$ cat config.mk
export PLATFORM = sky130hd
export DESIGN_NAME = csr_access_sequencer
export DESIGN_NICKNAME = d
export VERILOG_FILES = /design/src/rtl/csr_access_sequencer.sv
export SDC_FILE = /design/constraint.sdc
export NUM_CORES = 1
export LEC_CHECK = 0
export CAP_MARGIN = 10
export CELL_PAD_IN_SITES_DETAIL_PLACEMENT = 1
export CELL_PAD_IN_SITES_GLOBAL_PLACEMENT = 1
export CORE_AREA = 2 2 173 175
export CTS_CLUSTER_DIAMETER = 150
export CTS_CLUSTER_SIZE = 16
export DETAILED_ROUTE_END_ITERATION = 8
export DIE_AREA = 0 0 175 177
export PLACE_DENSITY_LB_ADDON = 0.1
export SYNTH_ARGS = -nofsm -noshare
export SYNTH_HDL_FRONTEND = slang
export SYNTH_SLANG_ARGS = --single-unit
$ cat constraint.sdc
create_clock -name clk_i -period 9.42 [get_ports clk_i]
set_input_delay 2.826 -clock clk_i [delete_from_list [all_inputs] [get_ports clk_i]]
set_output_delay 2.826 -clock clk_i [all_outputs]
set_load 0.1 [all_outputs]
$ cat src/rtl/csr_access_sequencer.sv
// CSR access sequencer: arbitrates the commit-side CSR port and the debug
// abstract-command port onto the single CSR file port, one access at a time,
// with a response timeout and flush-based kill of core accesses.
package csr_access_sequencer_pkg;
  typedef enum logic [2:0] {
    CSR_CMD_NONE  = 3'd0,
    CSR_CMD_READ  = 3'd1,
    CSR_CMD_WRITE = 3'd2,
    CSR_CMD_SET   = 3'd3,
    CSR_CMD_CLEAR = 3'd4,
    CSR_CMD_RW    = 3'd5,
    CSR_CMD_SYS   = 3'd6
  } csr_cmd_t;
endpackage

module csr_access_sequencer
  import csr_access_sequencer_pkg::*;
#(
  parameter int unsigned TIMEOUT_CYCLES = 64
) (
  input  logic        clk_i,
  input  logic        rstn_i,
  input  logic        core_req_valid_i,
  output logic        core_req_ready_o,
  input  csr_cmd_t    core_req_cmd_i,
  input  logic [11:0] core_req_addr_i,
  input  logic [63:0] core_req_data_i,
  output logic        core_resp_valid_o,
  output logic [63:0] core_resp_data_o,
  output logic        core_resp_xcpt_o,
  input  logic        flush_i,
  input  logic        dbg_req_valid_i,
  output logic        dbg_req_ready_o,
  input  logic        dbg_req_write_i,
  input  logic [11:0] dbg_req_addr_i,
  input  logic [63:0] dbg_req_data_i,
  output logic        dbg_resp_valid_o,
  output logic [63:0] dbg_resp_data_o,
  output logic        dbg_resp_err_o,
  input  logic        debug_mode_i,
  output logic        csr_req_valid_o,
  output csr_cmd_t    csr_req_cmd_o,
  output logic [11:0] csr_req_addr_o,
  output logic [63:0] csr_req_data_o,
  input  logic        csr_resp_valid_i,
  input  logic [63:0] csr_resp_data_i,
  input  logic        csr_resp_xcpt_i
);

  typedef enum logic [1:0] {S_IDLE, S_ISSUE, S_WAIT, S_RESP} state_t;
  typedef enum logic {OWN_CORE, OWN_DBG} owner_t;

  // Last timer value allowed in WAIT before the access is declared dead.
  localparam logic [7:0] TMO_LAST = 8'(TIMEOUT_CYCLES - 1);

  state_t      state_q, state_d;
  owner_t      owner_q, owner_d;
  owner_t      rr_last_q, rr_last_d;
  logic [7:0]  timer_q, timer_d;
  logic        kill_q, kill_d;
  csr_cmd_t    cmd_q, cmd_d;
  logic [11:0] addr_q, addr_d;
  logic [63:0] wdata_q, wdata_d;
  logic [63:0] rdata_q, rdata_d;
  logic        err_q, err_d;

  logic core_ok, dbg_ok, tie;
  logic core_rdy, dbg_rdy, csr_vld;

  assign core_ok = core_req_valid_i & ~flush_i;
  assign dbg_ok  = dbg_req_valid_i & debug_mode_i;
  assign tie     = core_ok & dbg_ok;

  // Control state: reset to IDLE with the core favoured on the first tie.
  always_ff @(posedge clk_i) begin
    if (!rstn_i) begin
      state_q   <= S_IDLE;
      owner_q   <= OWN_CORE;
      rr_last_q <= OWN_DBG;
      timer_q   <= '0;
      kill_q    <= 1'b0;
    end else begin
      state_q   <= state_d;
      owner_q   <= owner_d;
      rr_last_q <= rr_last_d;
      timer_q   <= timer_d;
      kill_q    <= kill_d;
    end
  end

  // Access payload and response capture; outputs are gated so no reset is needed.
  always_ff @(posedge clk_i) begin
    cmd_q   <= cmd_d;
    addr_q  <= addr_d;
    wdata_q <= wdata_d;
    rdata_q <= rdata_d;
    err_q   <= err_d;
  end

  // Next-state, grant, issue, timeout and kill decisions.
  always_comb begin
    state_d   = state_q;
    owner_d   = owner_q;
    rr_last_d = rr_last_q;
    timer_d   = timer_q;
    kill_d    = kill_q;
    cmd_d     = cmd_q;
    addr_d    = addr_q;
    wdata_d   = wdata_q;
    rdata_d   = rdata_q;
    err_d     = err_q;
    core_rdy  = 1'b0;
    dbg_rdy   = 1'b0;
    csr_vld   = 1'b0;
    case (state_q)
      S_IDLE: begin
        // On a tie only the side that did not win last time sees ready.
        if (rstn_i) begin
          core_rdy = ~flush_i & ~(tie & (rr_last_q == OWN_CORE));
          dbg_rdy  = debug_mode_i & ~(tie & (rr_last_q == OWN_DBG));
        end
        if (core_req_valid_i && core_rdy) begin
          owner_d   = OWN_CORE;
          rr_last_d = OWN_CORE;
          cmd_d     = core_req_cmd_i;
          addr_d    = core_req_addr_i;
          wdata_d   = core_req_data_i;
          state_d   = S_ISSUE;
        end else if (dbg_req_valid_i && dbg_rdy) begin
          owner_d   = OWN_DBG;
          rr_last_d = OWN_DBG;
          cmd_d     = dbg_req_write_i ? CSR_CMD_WRITE : CSR_CMD_READ;
          addr_d    = dbg_req_addr_i;
          wdata_d   = dbg_req_data_i;
          state_d   = S_ISSUE;
        end
      end
      S_ISSUE: begin
        timer_d = '0;
        kill_d  = 1'b0;
        // A flushed core access is dropped before it reaches the CSR file.
        if (owner_q == OWN_CORE && flush_i) begin
          state_d = S_IDLE;
        end else begin
          csr_vld = 1'b1;
          state_d = S_WAIT;
        end
      end
      S_WAIT: begin
        // The side effect is already committed, so a flush only mutes the reply.
        if (owner_q == OWN_CORE && flush_i) kill_d = 1'b1;
        if (csr_resp_valid_i) begin
          rdata_d = csr_resp_data_i;
          err_d   = csr_resp_xcpt_i;
          state_d = S_RESP;
        end else if (timer_q == TMO_LAST) begin
          rdata_d = '0;
          err_d   = 1'b1;
          state_d = S_RESP;
        end else begin
          timer_d = timer_q + 8'd1;
        end
      end
      S_RESP: begin
        timer_d = '0;
        kill_d  = 1'b0;
        state_d = S_IDLE;
      end
      default: state_d = S_IDLE;
    endcase
  end

  assign core_req_ready_o  = core_rdy;
  assign dbg_req_ready_o   = dbg_rdy;

  assign csr_req_valid_o   = csr_vld;
  assign csr_req_cmd_o     = csr_vld ? cmd_q : CSR_CMD_NONE;
  assign csr_req_addr_o    = csr_vld ? addr_q : 12'h000;
  assign csr_req_data_o    = csr_vld ? wdata_q : 64'h0;

  assign core_resp_valid_o = (state_q == S_RESP) && (owner_q == OWN_CORE) && !kill_q && !flush_i;
  assign core_resp_data_o  = core_resp_valid_o ? rdata_q : 64'h0;
  assign core_resp_xcpt_o  = core_resp_valid_o ? err_q : 1'b0;

  assign dbg_resp_valid_o  = (state_q == S_RESP) && (owner_q == OWN_DBG);
  assign dbg_resp_data_o   = dbg_resp_valid_o ? rdata_q : 64'h0;
  assign dbg_resp_err_o    = dbg_resp_valid_o ? err_q : 1'b0;

endmodule

; Word level (Yosys, flattened, before mapping)
; Cells that the tools add are included.
[totals]
out_inout_bits = 214
input_bits = 228
word_cells = 90
regBits = 157
[op_classes]
n_bitwise = 12
n_addsub = 1
n_reduce_logical = 19
n_mux = 39
eq_ne = 9
[ops]
columns = cell, count
row1 = 64-bit two-way mux, 7
row2 = 12-bit two-way mux, 3
row3 = 8-bit two-way mux, 2
row4 = 8-bit case mux with 2 select lines, 1
row5 = 1-bit two-way mux, 15
row6 = 2-bit two-way mux, 6
row7 = 3-bit two-way mux, 3
row8 = "8-bit by 1-bit adder with 8-bit output, second input constant", 1
row9 = "8-bit by 6-bit == test with 1-bit output, second input constant", 1
row10 = 2-bit case mux with 4 select lines, 1
row11 = 2-bit AND reduction, 4
row12 = 1-bit bitwise AND, 7
row13 = 1-bit logical AND, 7
row14 = "2-bit inequality test, second input constant", 3
row15 = "3-bit inequality test, second input constant", 2
row16 = 2-bit nonzero test, 3
row17 = 1-bit NOT, 5
row18 = "2-bit == test, second input constant", 2
row19 = 3-bit AND reduction, 1
row20 = "2-bit by 1-bit == test with 1-bit output, second input constant", 1
row21 = 1-bit logical NOT, 2
row22 = 2-bit logical NOT, 1
row23 = 1-bit case mux with 2 select lines, 1
row24 = 2-bit OR reduction, 1

; Longest topological paths before layout
[depth]
ltp_word = 12
ltp_mapped = 6
ltp_nobuf = 4

; Worst setup path after synthesis
; No wires, ideal clock.
[synth_path]
path_type = input to output
startpoint = input rstn_i
endpoint = output core_req_ready_o
setup_slack_ns = 0.952
arrival_time_ns = 5.642
cell_stages = 2
n_path_buf = 0
path_cell_list = or3b_2 -> a311oi_1
[synth_between]
elab_chain_cells = 3
[synth_rtl]
columns = element, line_no
row1 = "start, declared", 22  ; input logic rstn_i,
row2 = 1-bit two-way mux, 118  ; if (rstn_i) begin
row3 = 1-bit two-way mux (2 in a row), 115  ; case (state_q)
row4 = "end, declared", 24  ; output logic core_req_ready_o,
; Every way passes these cells. The select of a mux whose other input is x is not followed.

; Worst setup path after layout
[layout_path]
startpoint = input flush_i
endpoint = output csr_req_addr_o[2]
[layout_between]
elab_chain_cells = 4
[layout_rtl]
columns = element, line_no
row1 = "start, declared", 31  ; input logic flush_i,
row2 = 1-bit logical AND, 142  ; if (owner_q == OWN_CORE && flush_i) begin
row3 = 1-bit two-way mux, 142
row4 = 1-bit two-way mux, 115
row5 = 12-bit two-way mux, 178  ; assign csr_req_addr_o = csr_vld ? addr_q : 12'h000;
row6 = "end, declared", 43  ; output logic [11:0] csr_req_addr_o,
; Every way passes these cells.

==> results.cfg <==
[setup_path]
cp_slowest_stage_delay_ns = 1.13
worst-r2r-cell-count = 3
arrival_ns = 5.49
cell_family_with_the_largest_share_of_critical_path_delay = buffers and inverters
path_common_cell = clkdlybuf4s50_1
critical_path.cell_chain = clkdlybuf4s50_1, nor2b_1, nor3b_4, and2_1, clkdlybuf4s50_1
critical_path.max_fanout = 19
timing.reg2reg.setup_slack_ns = 7.01
worst_path_max_delay_cell = clkdlybuf4s50_1
setup.worst_path.class = in2out
worst-path-buf-inv = 2
critical_path.reg2reg.endpoint = wdata_q[39]
start_kind = input pin
critical_path.endpoint_type = output pin
required_ns = 6.59

[timing]
max_freq_mhz = 120.3
slew-limit-headroom_pct = 27.09
period_share_pct = 88.25
worst_clock_skew_ns = 0.01165
post_route_minimum_period_ns = 8.314
setup-tns-final_ns = 0
final-setup-viol-count = 0
timing.final.hold_violations = 0
slew_violations = 0
worst_pin_slew_ns = 1.094
rsz_0062_raised_after_global_routing = no

[yosys]
postSynth.asyncResetShare_pct = 0
synthesis.area_per_instance_sq_um = 12.69
seq_area_frac_synth_pct = 58.09
synthTopCellsByArea = edfxtp_1, and2_1, mux2_2
netlist_area_sq_um = 7891
yosysUniqueCellTypes = 43
synth.largest_area_cell = edfxtp_1
yosys_register_bits = 157
post_synth_edffs = 144
yosys_warnings = 0
ys.flop_type = edfxtp_1
synthesis.nets = 851
syn-instance-count = 622
yosys.area.top_type_share_pct = 54.80

[detailed_routing]
drt_wl_total_um = 26850
drcViolationCount = 0
drt-initial-drc-count = 237
drt-pass1-iter-count = 4
detailroute.via_count = 6236
post_drt_via_cell_ratio = 4.289
final_antenna_net_count = 0
detail_route.wl_per_cell_um = 18.46

[grt]
grt_pass1_vias = 6486
grt_use_met3_pct = 8.290
busiest_layer = met2
gr-usage-all-layers_pct = 16.96
wire_length_of_the_first_global_routing_pass_um = 39140
grt.overflow.total = 0
grt_use_met2_pct = 29.94
grt_start_max_net_pins = 81
grt_use_met1_pct = 17.74
grt_antenna_before_repair = 6

[min_path]
hold-path-cell-count = 2
hold_end = timer_q[7]
timing.hold.worst.class = reg2reg
holdCritStartpoint = timer_q[7]

[clock_network]
cts_buffer_depth = 2
ctsResizeCount = 0
ctsRootBufferMaster = clkbuf_16
tritoncts_clock_tree = yes
cts_inserted_buffers = 17
cts_setup_buffers = 0
hold_bufs_inserted_after_cts = 0
worstSkewPairLatency_ns = 0.43
cts_htree_levels = 4
clk_pin_slew_worst_paths_ns = 0.06
cts.sinks = 157

[die]
rows = 63
die_width_um = 175
io_pins = 442
die_h_um = 177
design.die.area_sq_um = 30980
initial_utilization_pct = 26.98
coreArea_sq_um = 29240

[placement]
place_hpwl_um = 20190
port_buffers = 441
place_congestion = 0.7326

[pwr]
cellPowerDensity_nw_per_um2 = 144.9
p_leak_nw = 4.901
irDropWorstVdd_mv = 0.09717
total_power_mw = 1.876

[finish]
layout_common_cells = clkdlybuf4s50_1, and2_1, edfxtp_1, buf_4, mux2_2
mostFrequentLayoutCell = clkdlybuf4s50_1
layout-area-overhead-vs-synth_pct = 64.07
fraction_of_layout_instances_using_a_drive_strength_above_1_pct = 24.03
nNetsFinal = 1278

[run]
maxCapViolations = 0

[outcome]
outcome = completed
[cells in the mapped netlist, drive strengths merged, types with 2 or more instances]
master and count:
edfxtp 144, and4b 2, clkbuf 27, mux2i 3
nor2b 6, o21ai 2, nor2 3, mux2 77
nand2b 5, dfxtp 13, a31oi 2, nor3 3
and2 275, o2111ai 2, a21oi 8, buf 13
and3 2, a211oi 4, o31ai 2, o211a 2
nand2 9, inv 4
[sequential cells by signal, summed over array words and instances (netlist names), named ones only]
| signal | count |
|---|---|
| timer_q | 8 |
| addr_q | 12 |
| cmd_q | 3 |
| rr_last_q | 1 |
| wdata_q | 64 |
| kill_q | 1 |
| rdata_q | 64 |
| owner_q | 1 |
| state_q | 1 |
| err_q | 1 |
[final cells by class]
class                           instances  area, sq um
Inverter                                4        15.01
Multi-Input combinational cell        421         3126
Antenna cell                            3        7.507
Fill cell                            3113        16300
Timing Repair Buffer                  448         4131
Sequential cell                       157         4584
Tap cell                              390        488.0
Clock buffer                           19        432.9
Clock inverter                         12        162.7
[tightest hold or removal path, stage by stage, from the launching register on]
cell and delay, ns:
dfxtp_1 0.32, o31ai_1 0.06, a21oi_1 0.06
[cells by family after synthesis]
logic type	synth area share, %
AO/OA/AOI/OAI	2.236
AND/OR/NAND/NOR	24.92
adder cells (fa/ha/maj)	0.1585
multiplexers	11.75
flip-flops	58.09
buffers and inverters	2.838
[metrics by stage]
step	worst slack [ns]	instances	instance area (sq um)	utilization (%)	hold slack, ns
2_1_floorplan	0.9521	622	7891	-	0.4541
3_3_place_gp	1.117	1420	12340	42.21	0.4729
3_5_place_dp	1.072	1420	12340	42.21	0.4869
4_1_cts	1.067	1451	12940	44.25	0.4945
5_1_grt	0.9319	1453	12940	44.26	0.5177
6_report	1.106	1454	12950	44.27	0.4894
[power breakdown]
group	leakage (nW)	internal, mW	total [mW]	switching [mW]
logic	3.19	0.148	0.350	0.202
registers	1.43	0.796	0.805	0.00944
clock network	0.273	0.419	0.720	0.301
total	4.90	1.36	1.88	0.512
[worst max path at each step]
stage	startpoint	endpoint	slack, ns	depth (start not counted)
CTS	flush_i	csr_req_addr_o[2]	1.07	5
global placement	flush_i	csr_req_data_o[56]	1.12	5
finish	flush_i	csr_req_addr_o[2]	1.11	5
global route	flush_i	csr_req_addr_o[3]	0.93	5
floorplan	rstn_i	core_req_ready_o	0.95	2
detailed placement	flush_i	csr_req_addr_o[2]	1.07	5
[layer usage]
metal  vias up  share of wire [%]
met5         -               0.20
met4         8                1.4
met3        29                 11
met2       279                 51
met1      2933                 37
li1       2987                  -
Note: power is estimated with default switching activity, not from simulation.
